==> src/rtl/dht11_controller.sv <==
// DHT11 read sequencer: issues the host start pulse, walks the sensor's
// response preamble, times the 40 data bits, verifies the checksum and
// enforces the idle interval the sensor needs between reads.
module dht11_controller #(
  parameter int CYCLES_PER_US = 10,
  parameter int START_US      = 18000,
  parameter int RESP_TO_US    = 100,
  parameter int BIT_TO_US     = 100,
  parameter int THRESH_US     = 48,
  parameter int GAP_US        = 1000000
) (
  input  logic        clk,
  input  logic        rst,
  input  logic        start,
  input  logic        dht_in,
  output logic        dht_oe,
  output logic        busy,
  output logic [39:0] data,
  output logic        valid,
  output logic        err,
  output logic [1:0]  err_code
);

  typedef enum logic [3:0] {
    ST_IDLE      = 4'd0,
    ST_START_LOW = 4'd1,
    ST_RELEASE   = 4'd2,
    ST_RESP_LOW  = 4'd3,
    ST_RESP_HIGH = 4'd4,
    ST_BIT_LOW   = 4'd5,
    ST_BIT_HIGH  = 4'd6,
    ST_CHECK     = 4'd7,
    ST_GAP       = 4'd8
  } state_t;

  localparam logic [15:0] PRE_LAST   = 16'(CYCLES_PER_US - 1);
  localparam logic [19:0] START_CNT  = 20'(START_US);
  localparam logic [19:0] RESP_CNT   = 20'(RESP_TO_US);
  localparam logic [19:0] BIT_CNT    = 20'(BIT_TO_US);
  localparam logic [19:0] THRESH_CNT = 20'(THRESH_US);
  localparam logic [19:0] GAP_CNT    = 20'(GAP_US);
  localparam logic [19:0] CNT_MAX    = 20'hFFFFF;

  // Modulo-256 sum of the four payload bytes of a frame.
  function automatic logic [7:0] frame_sum(input logic [39:0] f);
    logic [7:0] s;
    s = f[39:32] + f[31:24] + f[23:16] + f[15:8];
    return s;
  endfunction

  state_t      r_state;
  state_t      w_next;
  logic        r_meta;
  logic        r_sync;
  logic        r_last;
  logic        w_rise;
  logic        w_fall;
  logic [15:0] r_pre;
  logic [19:0] r_us;
  logic [39:0] r_shift;
  logic [5:0]  r_bit_idx;
  logic [39:0] r_data;
  logic        r_valid;
  logic        r_err;
  logic [1:0]  r_err_code;
  logic        r_dht_oe;
  logic        r_busy;
  logic        w_accept;
  logic        w_shift_en;
  logic        w_bit_val;
  logic        w_good;
  logic        w_err_fire;
  logic [1:0]  w_err_val;

  // Two-flop synchronizer for the pad plus a history flop for edge detection.
  always_ff @(posedge clk) begin
    if (rst) begin
      r_meta <= 1'b1;
      r_sync <= 1'b1;
      r_last <= 1'b1;
    end else begin
      r_meta <= dht_in;
      r_sync <= r_meta;
      r_last <= r_sync;
    end
  end

  assign w_rise = r_sync & ~r_last;
  assign w_fall = ~r_sync & r_last;

  // FSM state register.
  always_ff @(posedge clk) begin
    if (rst) begin
      r_state <= ST_IDLE;
    end else begin
      r_state <= w_next;
    end
  end

  // Next-state decode; a line edge always takes priority over a timeout.
  always_comb begin
    w_next     = r_state;
    w_accept   = 1'b0;
    w_shift_en = 1'b0;
    w_bit_val  = 1'b0;
    w_good     = 1'b0;
    w_err_fire = 1'b0;
    w_err_val  = 2'd0;
    case (r_state)
      ST_IDLE: begin
        if (start) begin
          w_next   = ST_START_LOW;
          w_accept = 1'b1;
        end else begin
          w_next = ST_IDLE;
        end
      end
      ST_START_LOW: begin
        if (r_us >= START_CNT) begin
          w_next = ST_RELEASE;
        end else begin
          w_next = ST_START_LOW;
        end
      end
      ST_RELEASE: begin
        if (w_fall) begin
          w_next = ST_RESP_LOW;
        end else if (r_us >= RESP_CNT) begin
          w_next     = ST_GAP;
          w_err_fire = 1'b1;
          w_err_val  = 2'd1;
        end else begin
          w_next = ST_RELEASE;
        end
      end
      ST_RESP_LOW: begin
        if (w_rise) begin
          w_next = ST_RESP_HIGH;
        end else if (r_us >= RESP_CNT) begin
          w_next     = ST_GAP;
          w_err_fire = 1'b1;
          w_err_val  = 2'd1;
        end else begin
          w_next = ST_RESP_LOW;
        end
      end
      ST_RESP_HIGH: begin
        if (w_fall) begin
          w_next = ST_BIT_LOW;
        end else if (r_us >= RESP_CNT) begin
          w_next     = ST_GAP;
          w_err_fire = 1'b1;
          w_err_val  = 2'd1;
        end else begin
          w_next = ST_RESP_HIGH;
        end
      end
      ST_BIT_LOW: begin
        if (w_rise) begin
          w_next = ST_BIT_HIGH;
        end else if (r_us >= BIT_CNT) begin
          w_next     = ST_GAP;
          w_err_fire = 1'b1;
          w_err_val  = 2'd2;
        end else begin
          w_next = ST_BIT_LOW;
        end
      end
      ST_BIT_HIGH: begin
        if (w_fall) begin
          w_shift_en = 1'b1;
          w_bit_val  = (r_us > THRESH_CNT);
          if (r_bit_idx == 6'd39) begin
            w_next = ST_CHECK;
          end else begin
            w_next = ST_BIT_LOW;
          end
        end else if (r_us >= BIT_CNT) begin
          w_next     = ST_GAP;
          w_err_fire = 1'b1;
          w_err_val  = 2'd2;
        end else begin
          w_next = ST_BIT_HIGH;
        end
      end
      ST_CHECK: begin
        w_next = ST_GAP;
        if (frame_sum(r_shift) == r_shift[7:0]) begin
          w_good = 1'b1;
        end else begin
          w_err_fire = 1'b1;
          w_err_val  = 2'd3;
        end
      end
      ST_GAP: begin
        if (r_us >= GAP_CNT) begin
          w_next = ST_IDLE;
        end else begin
          w_next = ST_GAP;
        end
      end
      default: begin
        w_next = ST_IDLE;
      end
    endcase
  end

  // Timing counters, bit shifter, result registers and registered pad/status outputs.
  always_ff @(posedge clk) begin
    if (rst) begin
      r_pre      <= 16'd0;
      r_us       <= 20'd0;
      r_shift    <= 40'd0;
      r_bit_idx  <= 6'd0;
      r_data     <= 40'd0;
      r_valid    <= 1'b0;
      r_err      <= 1'b0;
      r_err_code <= 2'd0;
      r_dht_oe   <= 1'b0;
      r_busy     <= 1'b0;
    end else begin
      // Every state measures its own dwell time from zero.
      if (w_next != r_state) begin
        r_pre <= 16'd0;
        r_us  <= 20'd0;
      end else if (r_pre >= PRE_LAST) begin
        r_pre <= 16'd0;
        if (r_us != CNT_MAX) begin
          r_us <= r_us + 20'd1;
        end
      end else begin
        r_pre <= r_pre + 16'd1;
      end

      if (w_accept) begin
        r_shift   <= 40'd0;
        r_bit_idx <= 6'd0;
      end else if (w_shift_en) begin
        r_shift   <= {r_shift[38:0], w_bit_val};
        r_bit_idx <= r_bit_idx + 6'd1;
      end

      if (w_good) begin
        r_data <= r_shift;
      end

      if (w_accept) begin
        r_err_code <= 2'd0;
      end else if (w_err_fire) begin
        r_err_code <= w_err_val;
      end

      r_valid  <= w_good;
      r_err    <= w_err_fire;
      r_dht_oe <= (w_next == ST_START_LOW);
      r_busy   <= (w_next != ST_IDLE);
    end
  end

  assign dht_oe   = r_dht_oe;
  assign busy     = r_busy;
  assign data     = r_data;
  assign valid    = r_valid;
  assign err      = r_err;
  assign err_code = r_err_code;

endmodule

==> config.mk <==
export PLATFORM = sky130hd
export DESIGN_NAME = dht11_controller
export DESIGN_NICKNAME = d
export VERILOG_FILES = /design/src/rtl/dht11_controller.sv
export SDC_FILE = /design/constraint.sdc
export NUM_CORES = 1
export LEC_CHECK = 0
export ABC_CLOCK_PERIOD_IN_PS = 3180
export CAP_MARGIN = 20
export CORE_MARGIN = 4
export CORE_UTILIZATION = 40
export CTS_CLUSTER_DIAMETER = 30
export DETAILED_ROUTE_END_ITERATION = 16
export GPL_ROUTABILITY_DRIVEN = 0
export SETUP_SLACK_MARGIN = 0.3
export SYNTH_ARGS = -nofsm -noshare
export SYNTH_HDL_FRONTEND = slang
export SYNTH_SLANG_ARGS = --single-unit
==> constraint.sdc <==
create_clock -name clk -period 3.18 [get_ports clk]
set_input_delay 0.318 -clock clk [delete_from_list [all_inputs] [get_ports clk]]
set_output_delay 0.318 -clock clk [all_outputs]
set_load 0.03 [all_outputs]
==> results <==
- The flow ran to the end, but the final reports show violations.
- The checks that failed: setup timing.
- The post-synthesis adder-cell area fraction is 0.0726.
- Dividing total power by cell area gives a power density of 507 nW/µm².
- Sorting the synthesized cells by area gives the leading types as sky130_fd_sc_hd__dfxtp_1 44%, sky130_fd_sc_hd__a21oi_1 7.6%, sky130_fd_sc_hd__nand2_1 6.2%, sky130_fd_sc_hd__nand4_1 5.4%, sky130_fd_sc_hd__fa_1 4.6%.
- Entering global routing, the biggest net connects 47 pins.
- The switching part of the total power is 0.194.
- The post-detailed-route DRC marker count is 0.
- The timing-limited maximum frequency is between 200 and 300 MHz.
- TritonCTS built the clock tree.
- The detailed-routing iteration count for the pre-antenna-repair pass is 5.
- The complex-gate fraction of the synthesized area is 0.154.
- The floorplan step defined a die boundary enclosing roughly 17,000 µm².
- The register bit total from synthesis is around 140.
- The dominant combinational cell family by area after synthesis is simple AND/OR/NAND/NOR gates.
- The tightest hold path in the finished design has a slack of 0.327 ns.
- The largest vdd supply drop is just over 0.3 mV.
- The number of warnings printed during yosys synthesis is 0.
- In this design, the stage delay of the slowest critical-path cell is 0.55 ns.
- A synthesized cell averages 8.58 µm².
- The path class of the lowest-slack min-delay path is primary input to flop.
- In the finished design, the share of the clock period the worst path needs comes to 1.11.
- Row generation in the floorplan step produced 44 rows.
- The number of clock sinks seen by CTS is between 100 and 150.
- In the synthesized netlist the async set-or-reset flop fraction comes to 0.
- The critical path goes through fa_1 > inv_2 > fa_1 > inv_2 > ha_4 > fa_2 > xor2_1 > nor3_1 > nand4b_1 > buf_4 > a211oi_4 > buf_6 > buf_12 > nand4_1 > a21oi_1.
- The kind of launch point of the worst setup path is a flop.
- The synthesized cell area is between 6000 and 7000 µm².
- Dividing the detail-routed via count by the number of cells gives 5.34.
- Counting the buffers created by CTS gives 17.
- CTS placed an instance of sky130_fd_sc_hd__clkbuf_16 at the clock tree root.
- The final-report hold violation count is 0.
- The total grt overflow is 0.
- In the final layout, flip-flops and latches occupy 2710 µm².
- After filler insertion, the fill cell instance count of the layout stands at between 1,000 and 1,500.
- The post-synthesis share of cell area spent on xor and xnor gates is 0.0634.
- The net count of the finished layout is about 820.
- Yosys mapped the design onto 54 distinct sky130hd cell types.
- The number of global-route vias before repair is between 4,000 and 5,000.
- The number of antenna violations at the first check in global routing is 0.
- The die is 131 µm tall.
- The transition at the pin with the smallest max-transition slack is about 0.66 ns.
- Setup repair after global routing could not meet its margin everywhere.
- Of all nets on the critical path, the largest fanout is 21.
- The critical path contains buffers and inverters numbering 5 combined.
- The final cell count without fillers is between 900 and 1,000.
- Including well taps, the total number of placed cells is around 950.
- The library cell used most frequently in the layout, excluding fill and tap cells, is sky130_fd_sc_hd__dfxtp_1.
- After technology mapping, the gate count stands at roughly 700.
- No sink is reached through more buffers than the 2 on the longest clock path.
- The library cells used most frequently in the layout, excluding fill and tap cells, are 133 x sky130_fd_sc_hd__dfxtp_1, 100 x sky130_fd_sc_hd__nand2_1, 91 x sky130_fd_sc_hd__a21oi_1.
- After detailed routing, the total wire length is between 10,000 and 15,000 µm.
- The first global-routing pass estimated 24,700 µm of wire.
- The data required time at the worst endpoint is 3.53 ns.
- The max capacitance violation total is 0.
- The number of pins with negative max-slew slack in the final report was 0.
- For this design, the slowest cell found on the critical path is sky130_fd_sc_hd__fa_1.
- The number of enable-type register cells in the synthesized netlist is 0.
- Summed over all nets, the switching power comes to about 0.76 mW.
- The maximum level of the CTS H-tree is 4.
- The fraction of final layout cells with drive strength greater than 1 is 0.128.
- The number of failing setup endpoints in the final timing report is 44.
- Setup slack on the critical path of the routed design comes to -0.360 ns.
- The starting utilization of the core area is 0.413.
- Clock-pin slew was measured on the worst setup and hold paths at 0.06 ns.
- The portion of total power attributed to the clock network is 0.543.
- The shortest period the worst path allows is between 3 and 4 ns.
- The core region is approximately 15,000 µm².
- Relative to the synthesized area, the layout overhead comes to 27.0%.
- The total area of multi-input combinational cells is 3200 µm².
- The multiplexer share of the synthesized area is 0.00164.
- The number of nets with antenna violations after routing is 0.
- Of the synthesized area, sequential elements account for 0.443.
- Of the total power, combinational logic draws 0.020.
- Cell internal power was estimated by the tool at between 3 and 4 mW.
- In this design, the largest share of critical-path delay is due to adder cells.
- During placement, the flow inserted port buffers numbering between 40 and 50.
- From left edge to right edge, the die measures around 130 µm.
- The share of total power in sequential cells is 0.437.
- The number of DRC violations after detailed-routing iteration 0 is just over 400.
- The synthesized design spends more area on one cell type than any other, namely sky130_fd_sc_hd__dfxtp_1.
- The total global-route track usage is 0.172.
- The static leakage power is around 2.9 nW.
- Summed over all nets, the half-perimeter wirelength after detailed placement is a little over 10,000 µm.
- For this block, the via count after detailed routing is between 5,000 and 6,000.
- The detail-routed net length per standard cell is roughly 15 µm.
- The worst pin sits at a relative slew slack of 0.556.
- 0 antenna diodes ended up in the layout.
- Of the post-synthesis cell area, the dominant cell type holds 0.443.
- The category of the critical setup timing path is flop to flop.
- Clock skew on the completed layout was measured at 0.00841 ns.
- The sum of internal, switching and leakage power is about 4 mW.
- The simple logic cell fraction of the synthesized area is 0.215.
- The primary flip-flop cell chosen by synthesis mapping is sky130_fd_sc_hd__dfxtp_1.
- In this run the count of I/O pins placed on the die edge is 50.
- Data arrives at the worst endpoint at roughly 3.9 ns.
- The critical path endpoint category is a flop.
- At the later pin of the worst-skew pair, clock insertion delay measures roughly 0.42 ns.
## stage by stage
stage	cell area (µm²)	setup slack (ns)	util	TNS, ns
6_report	7740	-0.360	0.525	-14.01
5_1_grt	7740	-0.511	0.525	-21.19
4_1_cts	7720	-0.396	0.523	-15.90
3_5_place_dp	7000	-0.459	0.474	-18.00
3_3_place_gp	7000	-0.328	0.474	-12.15
2_1_floorplan	6150	-0.203	-	-8.09
## power by group through the flow
stage / logic (mW) / registers [mW] / clock network, mW
2_1_floorplan: 0.0526 / 1.75 / 0
3_3_place_gp: 0.0767 / 1.75 / 0
3_5_place_dp: 0.0787 / 1.75 / 0
4_1_cts: 0.0798 / 1.72 / 2.18
5_1_grt: 0.0870 / 1.72 / 2.25
6_report: 0.0795 / 1.72 / 2.13
## sequential cells by signal, summed over array words and instances, names as in the netlist, 2 cells and up
signal and count:
r_shift 40, err_code 2, r_us 20, r_state 4, data 40, r_bit_idx 6, r_pre 16
## cells by family after synthesis
group	Yosys count
AND/OR/NAND/NOR	266
AO/OA/AOI/OAI	168
flip-flops	135
buffers and inverters	72
XOR/XNOR	41
adder cells (fa/ha/maj)	27
other	1
multiplexers	1
## what timing repair did
| action | in CTS | in global routing |
|---|---|---|
| endpoints found under the setup margin | 44 | 44 |
| hold buffers | 0 | 0 |
| gates cloned | 1 | 0 |
| buffers inserted | 2 | 0 |
| pin swaps | 18 | 17 |
| gates resized for setup | 13 | 8 |
## path summary, 6_finish.rpt
path / startpoint / end / cells past startpoint / slack [ns]
setup / recovery: r_shift[25]$_SDFFE_PP0P_ / data[37]$_SDFFE_PP0P_ / 15 / -0.36
setup reg to reg: r_shift[25]$_SDFFE_PP0P_ / data[37]$_SDFFE_PP0P_ / 15 / -0.36
hold / removal: rst / data[39]$_SDFFE_PP0P_ / 2 / 0.33
hold reg to reg: r_meta$_SDFF_PP1_ / r_sync$_SDFF_PP1_ / 1 / 0.43
## Yosys cell counts, types with 5 or more instances
library cell and n:
sky130_fd_sc_hd__nor4_1 7, sky130_fd_sc_hd__xor2_1 26, sky130_fd_sc_hd__fa_1 14, sky130_fd_sc_hd__xnor2_1 13
sky130_fd_sc_hd__nand4_1 53, sky130_fd_sc_hd__o21ai_0 6, sky130_fd_sc_hd__inv_1 20, sky130_fd_sc_hd__dfxtp_1 135
sky130_fd_sc_hd__nand2b_1 7, sky130_fd_sc_hd__nor2_1 41, sky130_fd_sc_hd__and3_1 8, sky130_fd_sc_hd__buf_1 5
sky130_fd_sc_hd__o21ai_1 39, sky130_fd_sc_hd__nand2_1 100, sky130_fd_sc_hd__ha_1 13, sky130_fd_sc_hd__a21oi_1 93
sky130_fd_sc_hd__nand3_1 14, sky130_fd_sc_hd__nor3_1 14, sky130_fd_sc_hd__clkbuf_1 39
## final cells by class
cell class	count	area share
Inverter	20	0.00970
Clock inverter	7	0.0178
Tap cell	184	0.0297
Multi-Input combinational cell	515	0.413
Sequential cell	135	0.349
Clock buffer	25	0.0666
Timing Repair Buffer	97	0.114
## routing by layer
layer / share of wire / vias to the layer above / global-route usage / wire length (µm)
met3: 0.049 / 20 / 0.0413 / 733
met5: 0 / - / 0 / 0
met2: 0.43 / 126 / 0.250 / 6340
met1: 0.51 / 2480 / 0.250 / 7530
li1: - / 2624 / - / -
met4: 0.015 / 0 / 0.0624 / 221
## worst register-to-register path, delay by kind of cell (launching register included)
family / cells / cell delay, ns
flip-flops: 1 / 0.33
adder cells (fa/ha/maj): 4 / 1.73
buffers and inverters: 5 / 0.58
AO/OA/AOI/OAI: 2 / 0.32
AND/OR/NAND/NOR: 3 / 0.44
XOR/XNOR: 1 / 0.06
Power figures use the tool's default switching activity.
